### src/rtl/inst_rom_arbiter.sv
// rtl/inst_rom_arbiter.sv - two-port instruction ROM read arbiter with bounded port 1 wait
module inst_rom_arbiter #(
  parameter int MAX_WAIT = 3
) (
  input  logic        clk,
  input  logic        rst,
  input  logic        req0,
  input  logic [31:0] addr0,
  input  logic        flush0,
  output logic        gnt0,
  output logic        rvalid0,
  output logic [31:0] rdata0,
  input  logic        req1,
  input  logic [31:0] addr1,
  output logic        gnt1,
  output logic        rvalid1,
  output logic [31:0] rdata1,
  output logic        rom_ce,
  output logic [31:0] rom_addr,
  input  logic [31:0] rom_inst
);

  localparam logic [3:0] WAIT_LIMIT = 4'(MAX_WAIT);

  logic [3:0] wait_cnt;
  logic       p1_turn;

  // Port 1 wins when alone, or when it has waited out its contention budget.
  always_comb begin
    p1_turn  = req1 && (!req0 || (wait_cnt == WAIT_LIMIT));
    gnt1     = !rst && p1_turn;
    gnt0     = !rst && req0 && !p1_turn;
    rom_ce   = gnt0 || gnt1;
    rom_addr = '0;
    if (gnt1) begin
      rom_addr = addr1;
    end else if (gnt0) begin
      rom_addr = addr0;
    end
  end

  always_ff @(posedge clk) begin
    if (rst) begin
      rvalid0  <= 1'b0;
      rvalid1  <= 1'b0;
      rdata0   <= '0;
      rdata1   <= '0;
      wait_cnt <= '0;
    end else begin
      // A flushed port 0 grant still occupies the ROM but its word is dropped.
      rvalid0 <= gnt0 && !flush0;
      rvalid1 <= gnt1;
      if (gnt0 && !flush0) begin
        rdata0 <= rom_inst;
      end
      if (gnt1) begin
        rdata1 <= rom_inst;
      end
      if (req1 && !gnt1) begin
        wait_cnt <= (wait_cnt == WAIT_LIMIT) ? WAIT_LIMIT : wait_cnt + 4'd1;
      end else begin
        wait_cnt <= '0;
      end
    end
  end

endmodule

### config.mk
export PLATFORM = sky130hd
export DESIGN_NAME = inst_rom_arbiter
export DESIGN_NICKNAME = d
export VERILOG_FILES = /design/src/rtl/inst_rom_arbiter.sv
export SDC_FILE = /design/constraint.sdc
export NUM_CORES = 1
export LEC_CHECK = 0
export CAP_MARGIN = 30
export CORE_UTILIZATION = 32
export DETAILED_ROUTE_END_ITERATION = 10
export PLACE_DENSITY = 0.76
export SETUP_SLACK_MARGIN = 0.5
export SLEW_MARGIN = 40
export SYNTH_ARGS = -nofsm -noshare
export SYNTH_HDL_FRONTEND = slang
export SYNTH_SLANG_ARGS = --single-unit
### constraint.sdc
create_clock -name clk -period 1.84 [get_ports clk]
set_clock_uncertainty 0.15 [all_clocks]
set_input_delay 0.184 -clock clk [delete_from_list [all_inputs] [get_ports clk]]
set_output_delay 0.184 -clock clk [all_outputs]
set_load 0.01 [all_outputs]
; ---- Word level (Yosys, flattened, before mapping)
; Cells that the tools add are included.
[totals]
out_inout_bits = 101
register_bits = 70
inputBits = 101
[op_classes]
muxes = 3
eq_ne = 1
addsub = 1
bitwise_logic = 1
n_reduce_logical = 15
[op_table]
columns = operator, n
row1 = 32-bit two-way mux, 2
row2 = 1-bit logical AND, 6
row3 = 1-bit zero test, 5
row4 = "4-bit by 1-bit adder with 4-bit output, second input constant", 1
row5 = "4-bit by 2-bit equality test with 1-bit output, second input constant", 1
row6 = 3-bit OR reduction, 1
row7 = 1-bit logical OR, 2
row8 = 2-bit two-way mux, 1
row9 = 2-bit OR reduction, 1
row10 = 1-bit NOT, 1

; ---- Longest topological paths before layout
; Gate-level depths: netlist (run 1).
[logic_depth]
depth_word = 8
ltp_mapped = 7

; ---- Least setup slack after synthesis (run 1)
; OpenSTA, ideal clock, no wires.
[synth_path]
kind = register -> output
start = register wait_cnt[0]
end = output port rom_addr[10]
arrival_time_ns = 1.534
n_path_buf = 2
required_ns = 1.506
slack_ns = -0.028
stages_incl_launch_ff = 7
cell_sequence = dfxtp_1 ha_1 or3b_4 a21oi_2 buf_4 buf_6 a22o_1
[synth_between]
elab_chain_len = 7
word_cells_on_any_way = 8
classes_between = eq/ne: 1 / mux: 2 / reduce/logical: 5
[synth_rtl]
columns = item, line
row1 = start: declaration, 25  ; logic [3:0] wait_cnt;
row2 = start signal: assignment, 60  ; wait_cnt <= (wait_cnt == WAIT_LIMIT) ? WAIT_LIMIT : wait_cnt + 4'd1;
row3 = 4-bit by 2-bit equality test with 1-bit output *, 30  ; p1_turn = req1 && (!req0 || (wait_cnt == WAIT_LIMIT));
row4 = 1-bit logical OR *, 30
row5 = 1-bit logical AND *, 30
row6 = 1-bit zero test, 32  ; gnt0 = !rst && req0 && !p1_turn;
row7 = 1-bit logical AND, 32
row8 = 32-bit two-way mux, 37  ; end else if (gnt0) begin
row9 = 32-bit two-way mux *, 35  ; if (gnt1) begin
row10 = end: declaration, 19  ; output logic [31:0] rom_addr,
; Mark *: on every way between the ends. The rest lies on a longest branch, timed or not.

; ---- Worst setup path in the final report (run 1)
[layout_path]
start = register wait_cnt[1]
end = output port rom_addr[17]
; Same word-level chain as after synthesis.

==> summary.md, run 1 <==
| Metric | Value |
|---|---|
| Pwr Total | `0.00364 W` |
| Antenna cells | `0` |
| Multi-input gate area | `approximately 1500 um2` |
| Period Utilization, post-route | `1.29` |
| Unrepaired setup endpoints after global routing | `true` |
| Layout fillers | `718` |
| CP Data Required Time | `1.51 ns` |
| Arrival time worst endpoint | `2.04 ns` |
| Placed Cells | `652` |
| Fin Hold WS | `0.286 ns` |
| CP max FO | `5` |
| Fin util | `0.680` |
| Hold Vio Cnt, Final | `0` |
| First-pass GRT wire length | `20100 um` |
| Core Region | `8890 um2` |
| Outcome | `finished, violations left` |
| Asr flop ratio synth | `0` |
| Via count | `3740` |
| Num rows | `34` |
| Failing checks | `setup timing` |
| Clock latency on the worst-skew pair | `0.33 ns` |
| Cts hold-fix bufs | `0` |
| Sequential area share after synthesis | `0.470` |
| Violation count after the first detailed-route iteration | `170` |
| Vias in the first global route | `3772` |
| Cts bufs inserted | `9` |
| EDFF count, synth | `0` |
| Crit Path Category | `flop to primary output` |
| Pre-Repair DR Iteration Count | `4` |
| Fin crit period | `2.37 ns` |
| Area Overhead vs Synth | `103%` |
| Startpoint Class | `flop` |
| Internal | `0.00264 W` |
| HPWL Detailed | `8890 um` |
| Clk pwr share | `0.291` |
| Slew HR | `0.765` |
| Comb power frac | `0.259` |
| FF+latch count, synth | `70` |
| IO buf count | `201` |
| Clock root buffer master | `clkbuf_8` |
| Yosys warnings | `0` |
| CP endpoint kind | `primary output` |
| Top cells by area, synth | `dfxtp_1 (47%), a22o_1 (9.4%), o32ai_1 (9.4%), nand2_1 (8.2%), nand3_1 (5.5%)` |
| Worst-path clk slew | `~0.070 ns` |
| Mapped Nets | `455` |
| Congestion Overflow GR | `0` |
| Residual DRC count | `0` |
| Final number of setup-violating endpoints | `96` |
| Share of power burned in registers | `0.450` |
| Mapped Area | `2980 um2` |
| Clock buffer depth | `2` |
| Die Y | `~100 um` |
| Final ANT Viol Nets | `0` |
| Cell taking the most area after synthesis | `dfxtp_1` |
| LEAKAGE | `2.69 nW` |
| Wire per inst | `20.1 um` |
| Slew Limit Fails | `0` |
| CTS tree | `yes` |
| Mean post-synth cell area | `8.45 um2` |
| Die Span X | `98.6 um` |
| Most common cell after layout, fill and taps aside | `clkdlybuf4s50_1` |
| Share of layout cells above drive strength 1 | `0.272` |
| Initial Util | `0.336` |
| Most frequent cells in the layout | `clkdlybuf4s50_1 (97), dfxtp_1 (67), nand2_1 (64)` |
| Peak VDD IR | `0.391 mV` |
| Largest net degree at the start of global routing | `33` |
| H-tree levels | `3` |
| TNS Setup | `-23.64 ns` |
| Non-filler cells, final | `703` |
| Final wirelength | `around 14000 um` |
| Clock Sinks | `70` |
| Max-cap violation count | `0` |
| Post-Synthesis Cells | `353` |
| Placer Congestion | `about 0.94` |
| Die ar. | `9720 um2` |
| Worst Tran Pin Value | `0.352 ns` |
| Post-synth top area share | `0.470` |
| Top Ports | `202` |
| Peak Freq | `0.422 GHz` |
| Total GRT Usage | `0.271` |
| Setup slack after layout | `-0.531 ns` |
| Net Sw Power | `~0.001 W` |
| Vias/cell | `5.32` |
| PwrDens | `approximately 600 nW/um2` |
| Switching part of the total | `0.274` |
| Register Area | `1410 um2` |
| Initial antenna violation count | `0` |
| Final-stage net count | `just under 700` |
| Post-synth cell types | `28` |
| Top_reg_cell synth | `dfxtp_1` |
| Hold Path Class | `input port to flop` |
-- final cells by class --
cell class	instances	area share
Clock buffer	10	0.0228
Inverter	33	0.0205
Multi-Input combinational cell	213	0.242
Timing Repair Buffer	265	0.456
Tap cell	108	0.0224
Sequential cell	70	0.232
Clock inverter	4	0.00414
-- worst max-delay path, stage by stage, from the launching register on --
cell     delay (ns)
dfxtp_2        0.36
ha_4           0.13
or3b_4         0.39
a21oi_4        0.16
buf_6          0.13
buf_16         0.11
buf_8          0.11
a22o_1         0.17
buf_2          0.15
-- worst paths after layout --
path,slack (ns),to,cells past startpoint,startpoint
min,0.29,rdata1[22],3,rom_inst[22]
max reg2reg,-0.16,rdata0[13],11,wait_cnt[1]
max,-0.53,rom_addr[17],8,wait_cnt[1]
min reg2reg,0.32,rdata0[28],2,rdata0[28]
-- cells by family after synthesis --
kind of cell	after synthesis	synth area share
AOI/OAI and AO/OA	98	0.246
adders and majority gates	1	0.00419
and+or+nand+nor	112	0.169
DFF	70	0.470
xor gates and xnor gates	2	0.00587
buffers and inverters	70	0.105
-- registers in the layout (all words and copies together) (netlist names) --
| name | flops |
|---|---|
| wait_cnt | 4 |
| rvalid1 | 1 |
| rvalid0 | 1 |
| rdata0 | 32 |
| rdata1 | 32 |
-- timing repair --
item,CTS,global route
setup endpoints to repair,169,113
buffers inserted,23,2
gates cloned,7,5
resized for setup,291,32
pin swaps,16,9
-- power by group through the flow --
stage / clock [W] / sequential, W / combinational (W)
after detailed placement: 0 / 0.00167 / 0.000852
after floorplan: 0 / 0.00170 / 0.000256
after global placement: 0 / 0.00167 / 0.000847
final: 0.00106 / 0.00164 / 0.000941
after global routing: 0.00116 / 0.00164 / 0.000987
after CTS: 0.00107 / 0.00163 / 0.000884
-- Yosys cell counts, types with 2 or more instances --
cell	n
a22o_1	32
dfxtp_1	70
buf_6	2
inv_1	33
o21ai_0	31
nand2_1	65
nor2_1	2
clkbuf_1	17
and3_1	2
buf_4	6
nand3_1	33
o32ai_1	32
nor3_1	3
buf_2	11
-- per-layer routing --
metal / vias up / track usage / routed length (um)
met5: - / 0 / 0
met4: 0 / 0.133 / 747
met3: 50 / 0.0801 / 1090
met2: 190 / 0.509 / 7190
met1: 1782 / 0.272 / 5130
li1: 1718 / - / -
-- through the flow --
stage | setup slack [ns] | cell area [um2]
5_1_grt | -0.606 | 6050
6_report | -0.531 | 6050
4_1_cts | -0.553 | 5790
3_5_place_dp | -0.479 | 5230
3_3_place_gp | -0.457 | 5230
2_1_floorplan | 0.0673 | 3060
Note: power is estimated with default switching activity, not from simulation.
==> run 2: changes to the inputs <==
CTS_CLUSTER_SIZE = 14   (was not set)
clock period = 2 ns   (was 1.84 ns; I/O delays follow)
==> summary.md, run 2 (synthesis results as in run 1) <==
| Metric | Value |
|---|---|
| Worst R2R Start | `wait_cnt[1]` |
| Fin util | `0.700` |
| Internal | `0.00271 W` |
| Pre-Repair DR Iteration Count | `5` |
| Clock root buffer master | `clkbuf_8` |
| Worst Tran Pin Value | `0.359 ns` |
| First-pass GRT wire length | `approximately 20000 um` |
| CP endpoint kind | `primary output` |
| Worst-path clk slew | `~0.07 ns` |
| Placer Congestion | `about 0.9` |
| Worst Hold Path EP | `rdata0[18]` |
| Share of layout cells above drive strength 1 | `0.297` |
| Num rows | `34` |
| Congestion Overflow GR | `0` |
| Initial Util | `0.336` |
| Clock latency on the worst-skew pair | `between 0.3 and 0.4 ns` |
| Area Overhead vs Synth | `109%` |
| Total GRT Usage | `0.279` |
| Unrepaired setup endpoints after global routing | `true` |
| CTS tree | `yes` |
| Clock buffer depth | `2` |
| TNS Setup | `-12.92 ns` |
| Largest regs | `rdata0 x32, rdata1 x32, wait_cnt x4` |
| Wire per inst | `20.2 um` |
| Setup slack after layout | `-0.388 ns` |
| Clock Sinks | `70` |
| Hold Vio Cnt, Final | `0` |
| Peak Freq | `0.419 GHz` |
| Max-cap violation count | `0` |
| Core Region | `8890 um2` |
| Antenna cells | `0` |
| Crit Path Category | `flop to primary output` |
| Slew HR | `0.761` |
| Final-stage net count | `689` |
| Final ANT Viol Nets | `0` |
| Arrival time worst endpoint | `2.04 ns` |
| Vias in the first global route | `3702` |
| Non-filler cells, final | `700` |
| Period Utilization, post-route | `1.19` |
| HPWL Detailed | `about 9000 um` |
| Fin Hold WS | `0.286 ns` |
| R2R depth | `10` |
| IO buf count | `roughly 200` |
| Pre-CTS setup slack | `-0.378 ns` |
| Vias/cell | `about 5.4` |
| PwrDens | `just under 600 nW/um2` |
| Final wirelength | `14100 um` |
| Cts bufs inserted | `9` |
| Largest net degree at the start of global routing | `33` |
| Outcome | `finished, violations left` |
| Die ar. | `around 10000 um2` |
| FF-to-FF End | `rdata1[3]` |
| Slew Limit Fails | `0` |
| Most frequent cells in the layout | `clkdlybuf4s50_1 (98), dlygate4sd2_1 (68), dfxtp_1 (68)` |
| Comb power frac | `0.243` |
| Fin crit period | `2.39 ns` |
| Share of power burned in registers | `0.408` |
| Most common cell after layout, fill and taps aside | `clkdlybuf4s50_1` |
| Switching part of the total | `0.266` |
| Setup slack, reg-to-reg | `-0.14 ns` |
| Layout fillers | `689` |
| Placed Cells | `651` |
| Final number of setup-violating endpoints | `49` |
| CP Data Required Time | `around 1.7 ns` |
| LEAKAGE | `2.75 nW` |
| Top Ports | `202` |
| Hold path cells | `3` |
| Net Sw Power | `0.000980 W` |
| Die Span X | `slightly below 100 um` |
| Hold path start | `rom_inst[18]` |
| H-tree levels | `3` |
| Residual DRC count | `0` |
| Failing checks | `setup timing` |
| CP max FO | `7` |
| Hold Path Class | `input port to flop` |
| Violation count after the first detailed-route iteration | `151` |
| Clk pwr share | `0.349` |
| Startpoint Class | `flop` |
| Peak VDD IR | `0.485 mV` |
| Initial antenna violation count | `0` |
| Via count | `3769` |
| Die Y | `98.6 um` |
==> run 2: worst max-delay path by stage <==
| stage | startpoint | end | slack [ns] | cells after the start |
|---|---|---|---|---|
| final | wait_cnt[1] | rom_addr[19] | -0.39 | 7 |
| after global routing | wait_cnt[1] | rom_addr[19] | -0.44 | 7 |
| after CTS | wait_cnt[1] | rom_addr[30] | -0.41 | 7 |
| after detailed placement | rst | rom_addr[17] | -0.38 | 6 |
| after global placement | rst | rom_addr[17] | -0.40 | 6 |
| after floorplan | wait_cnt[1] | rom_addr[20] | 0.21 | 6 |
==> run 2: what timing repair did <==
item                                    CTS  global route
gates resized for setup                 327            35
hold buffers                              0             0
endpoints found under the hold margin     0             0
setup buffers                            16             5
endpoints found under the setup margin  167           103
pin swaps                                35            19
cloned                                   11             1
==> run 2: area by class of cell <==
class	count	area, um2	area share
sequential	70	1400	0.225
timing repair buffer	260	2720	0.437
tap	108	135	0.0217
clock buffer	10	138	0.0221
clock inverter	6	85.1	0.0137
inverter	33	124	0.0199
multi-input combinational	213	1620	0.260
==> run 2: power by group through the flow <==
| stage | registers, W | clock network (W) | logic (W) |
|---|---|---|---|
| final | 0.00150 | 0.00129 | 0.000897 |
| after global routing | 0.00151 | 0.00136 | 0.000939 |
| after CTS | 0.00150 | 0.00129 | 0.000844 |
| after detailed placement | 0.00154 | 0 | 0.000780 |
| after global placement | 0.00153 | 0 | 0.000777 |
| after floorplan | 0.00157 | 0 | 0.000225 |
==> run 2: critical path, cell delays in order (launching register included) <==
cell     delay, ns
dfxtp_2       0.36
ha_4          0.13
or3b_4        0.39
a21oi_4       0.24
buf_12        0.16
buf_16        0.11
a22o_1        0.17
buf_6         0.12
==> run 2: per-layer routing <==
metal  track usage  up-vias  wire length [um]  share of wire
li1              -     1709                 -              -
met1         0.283     1852              4890           0.35
met2         0.520      174              7500           0.53
met3        0.0766       34              1090          0.077
met4         0.148        0               641          0.045
met5             0        -                 0              0
==> run 2: stage by stage <==
stage	instance area, um2	total power [W]
CTS	5960	0.00364
floorplan	3030	0.00179
detailed placement	5260	0.00232
finish	6230	0.00369
global route	6230	0.00381
global placement	5260	0.00231
==> run 3: changes to the inputs <==
CAP_MARGIN = not set   (was 30)
==> results of run 3 <==
The final DEF is identical to that of run 2; final timing and power are the same.
==> RTL change (settings of run 3) <==
Reset style: asynchronous (`rst`), changed in one clocked block.
--- a/src/rtl/inst_rom_arbiter.sv
+++ b/src/rtl/inst_rom_arbiter.sv
@@ -41,3 +41,3 @@
 
-  always_ff @(posedge clk) begin
+  always_ff @(posedge clk or posedge rst) begin
     if (rst) begin
Behaviour: differs if rst is asserted again (counterexample within 4 cycles, from zero or initial values and one cycle with rst high); with rst held inactive, the same outputs for 10 cycles.
==> RTL change against run 3 <==
  * The flow still finishes with violations (setup timing)
  * Clock power up 12%
  * Maximum frequency decreased by 5.4%
  * Global-route usage down 7.0 points
  * Worst setup slack worse by 140 ps
  * Final area shrank 0.52%
  * Utilization shrank 3.0 points
  * Via count shrank 28%
  * Total power rose by 29%
  * Non-clock buffer count down 9
  * Sequential power is 21% higher
  * Routed wire length down 26%
  * Area after synthesis grew 1.9%
  * Sequential cell count is the same
  * Critical path type unchanged
==> RTL change: results (changes against run 3) <==
\begin{tabular}{lr}
\hline
Metric & Value \\
\hline
\multicolumn{2}{l}{\textbf{Status}} \\
\quad Outcome & finished with violations \\
\quad Failing checks & setup timing \\
\multicolumn{2}{l}{\textbf{Power}} \\
\quad Peak ir drop on the vdd network & 481 uV (-0.72\%) \\
\quad Pleak & 2.89 nW (+5.1\%) \\
\multicolumn{2}{l}{\textbf{Logic synthesis}} \\
\quad Share of synthesized area spent on multiplexers & 24.8\% (+25 points) \\
\quad Fraction of synthesis flops using an asynchronous set or reset pin & 100\% (+100 points) \\
\quad Most instantiated flip-flop cell in the synthesis netlist & dfrtp\_1 \\
\quad Area share of xor/xnor cells in the synthesized design & 0.288\% (-0.30 points) \\
\quad Cell types with the highest counts after synthesis & 70 x dfrtp\_1, 57 x mux2\_2, 32 x a22o\_1, 7 x buf\_4, 6 x mux2\_4 \\
\quad Share of the yosys chip area belonging to registers & 57.6\% (+11 points) \\
\quad Fraction of the mapped netlist area in compound gates & 10.5\% (-14 points) \\
\quad Post-synth net total & 304 (-33\%) \\
\multicolumn{2}{l}{\textbf{CTS}} \\
\quad CTS clk-pin slew, worst paths & 90 ps (+20 ps) \\
\quad Later-pin clock latency in the skew report & 330 ps (-20 ps) \\
\quad Number of setup buffers added after CTS & 18 (+2) \\
\quad Post-CTS sizing & 236 (-28\%) \\
\multicolumn{2}{l}{\textbf{Global route}} \\
\quad First-pass GRT wire length & 15,700 um (-23\%) \\
\quad Global routing usage on met3 & 4.92\% (-2.7 points) \\
\quad Met2 routing resource usage after global routing & 34.7\% (-17 points) \\
\quad Vias in the first global route & 2,857 (-23\%) \\
\multicolumn{2}{l}{\textbf{Detailed routing}} \\
\quad Count of TritonRoute iterations in the first routing pass & 4 (-1) \\
\quad Detailed Route WL & 10,500 um (-26\%) \\
\quad Met2 wire length & 5300 um (-29\%) \\
\quad Vias per std cell & 4.65 (-14\%) \\
\quad Met1 wire length & 4580 um (-6.3\%) \\
\quad Length of routed met3 wiring & 487 um (-55\%) \\
\multicolumn{2}{l}{\textbf{Timing}} \\
\quad Tightest Pin Transition & 621 ps (+262 ps) \\
\quad Setup Total Neg Slack & -22,200 ps (-9280 ps) \\
\quad Number of failing setup endpoints in the final timing report & 66 (+35\%) \\
\quad Slack of the critical path & -525 ps (-137 ps) \\
\multicolumn{2}{l}{\textbf{Layout}} \\
\quad Filler cell count & 699 (+1.5\%) \\
\quad Number of nets in the layout & 553 (-20\%) \\
\quad Share of layout cells above drive strength 1 & 38.6\% (+8.9 points) \\
\multicolumn{2}{l}{\textbf{Critical path}} \\
\quad Worst path arrival time & 2170 ps (+130 ps) \\
\quad Top cell family by delay on the critical path & buffers and inverters \\
\multicolumn{2}{l}{\textbf{Worst hold path}} \\
\quad Hold crit path type & in -> async \\
\multicolumn{2}{l}{\textbf{Placed design}} \\
\quad Worst setup slack after placement & -409 ps (-30.8 ps) \\
\quad Global placer's final weighted congestion & 0.739 (-18\%) \\
\hline
\end{tabular}
-- RTL change: cell type report --
type,instances,area (sq um),share of cell area [%]
Inverter,2,18.8,0.303
Multi-Input combinational cell,117,1450,23.3
Clock buffer,10,138,2.22
Sequential cell,70,1750,28.3
Tap cell,129,161,2.61
Timing Repair Buffer,251,2560,41.4
Clock inverter,6,116,1.88
-- RTL change: power by group through the flow --
stage                     Clock, mW  Combinational [mW]  Sequential, mW
final                          1.44                1.50            1.82
after detailed placement          0                1.58            1.85
after global routing           1.53                1.59            1.86
after global placement            0                1.56            1.84
after CTS                      1.46                1.49            1.82
after floorplan                   0               0.528            1.96
-- RTL change: through the flow --
stage	instances	total power, mW	utilization [%]
after floorplan	202	2.49	-
after global placement	538	3.39	59.7
after detailed placement	538	3.43	59.7
after CTS	578	4.78	66.1
after global routing	585	4.98	67.0
final	585	4.76	67.0
-- RTL change: path summary, 6_finish.rpt --
| path | startpoint | to | slack, ps | depth (start not counted) |
|---|---|---|---|---|
| setup / recovery | wait_cnt[1] | rom_addr[21] | -520 | 9 |
| hold / removal | rst | rdata0[4] | 330 | 3 |
| setup reg to reg | wait_cnt[1] | rdata1[2] | -450 | 11 |
| hold reg to reg | rdata0[27] | rdata0[27] | 350 | 1 |
| max in group asynchronous | rst | rdata0[25] | 910 | 3 |
| min in group clk | rom_inst[24] | rdata1[24] | 340 | 2 |
-- RTL change: logic make-up (layout without fill, tap and decap cells) --
group,Yosys count,in the layout
xor gates and xnor gates,1,1
DFF,70,70
AOI/OAI and AO/OA,36,36
and+or+nand+nor,14,14
adders and majority gates,1,1
muxes,65,65
buffers and inverters,15,269
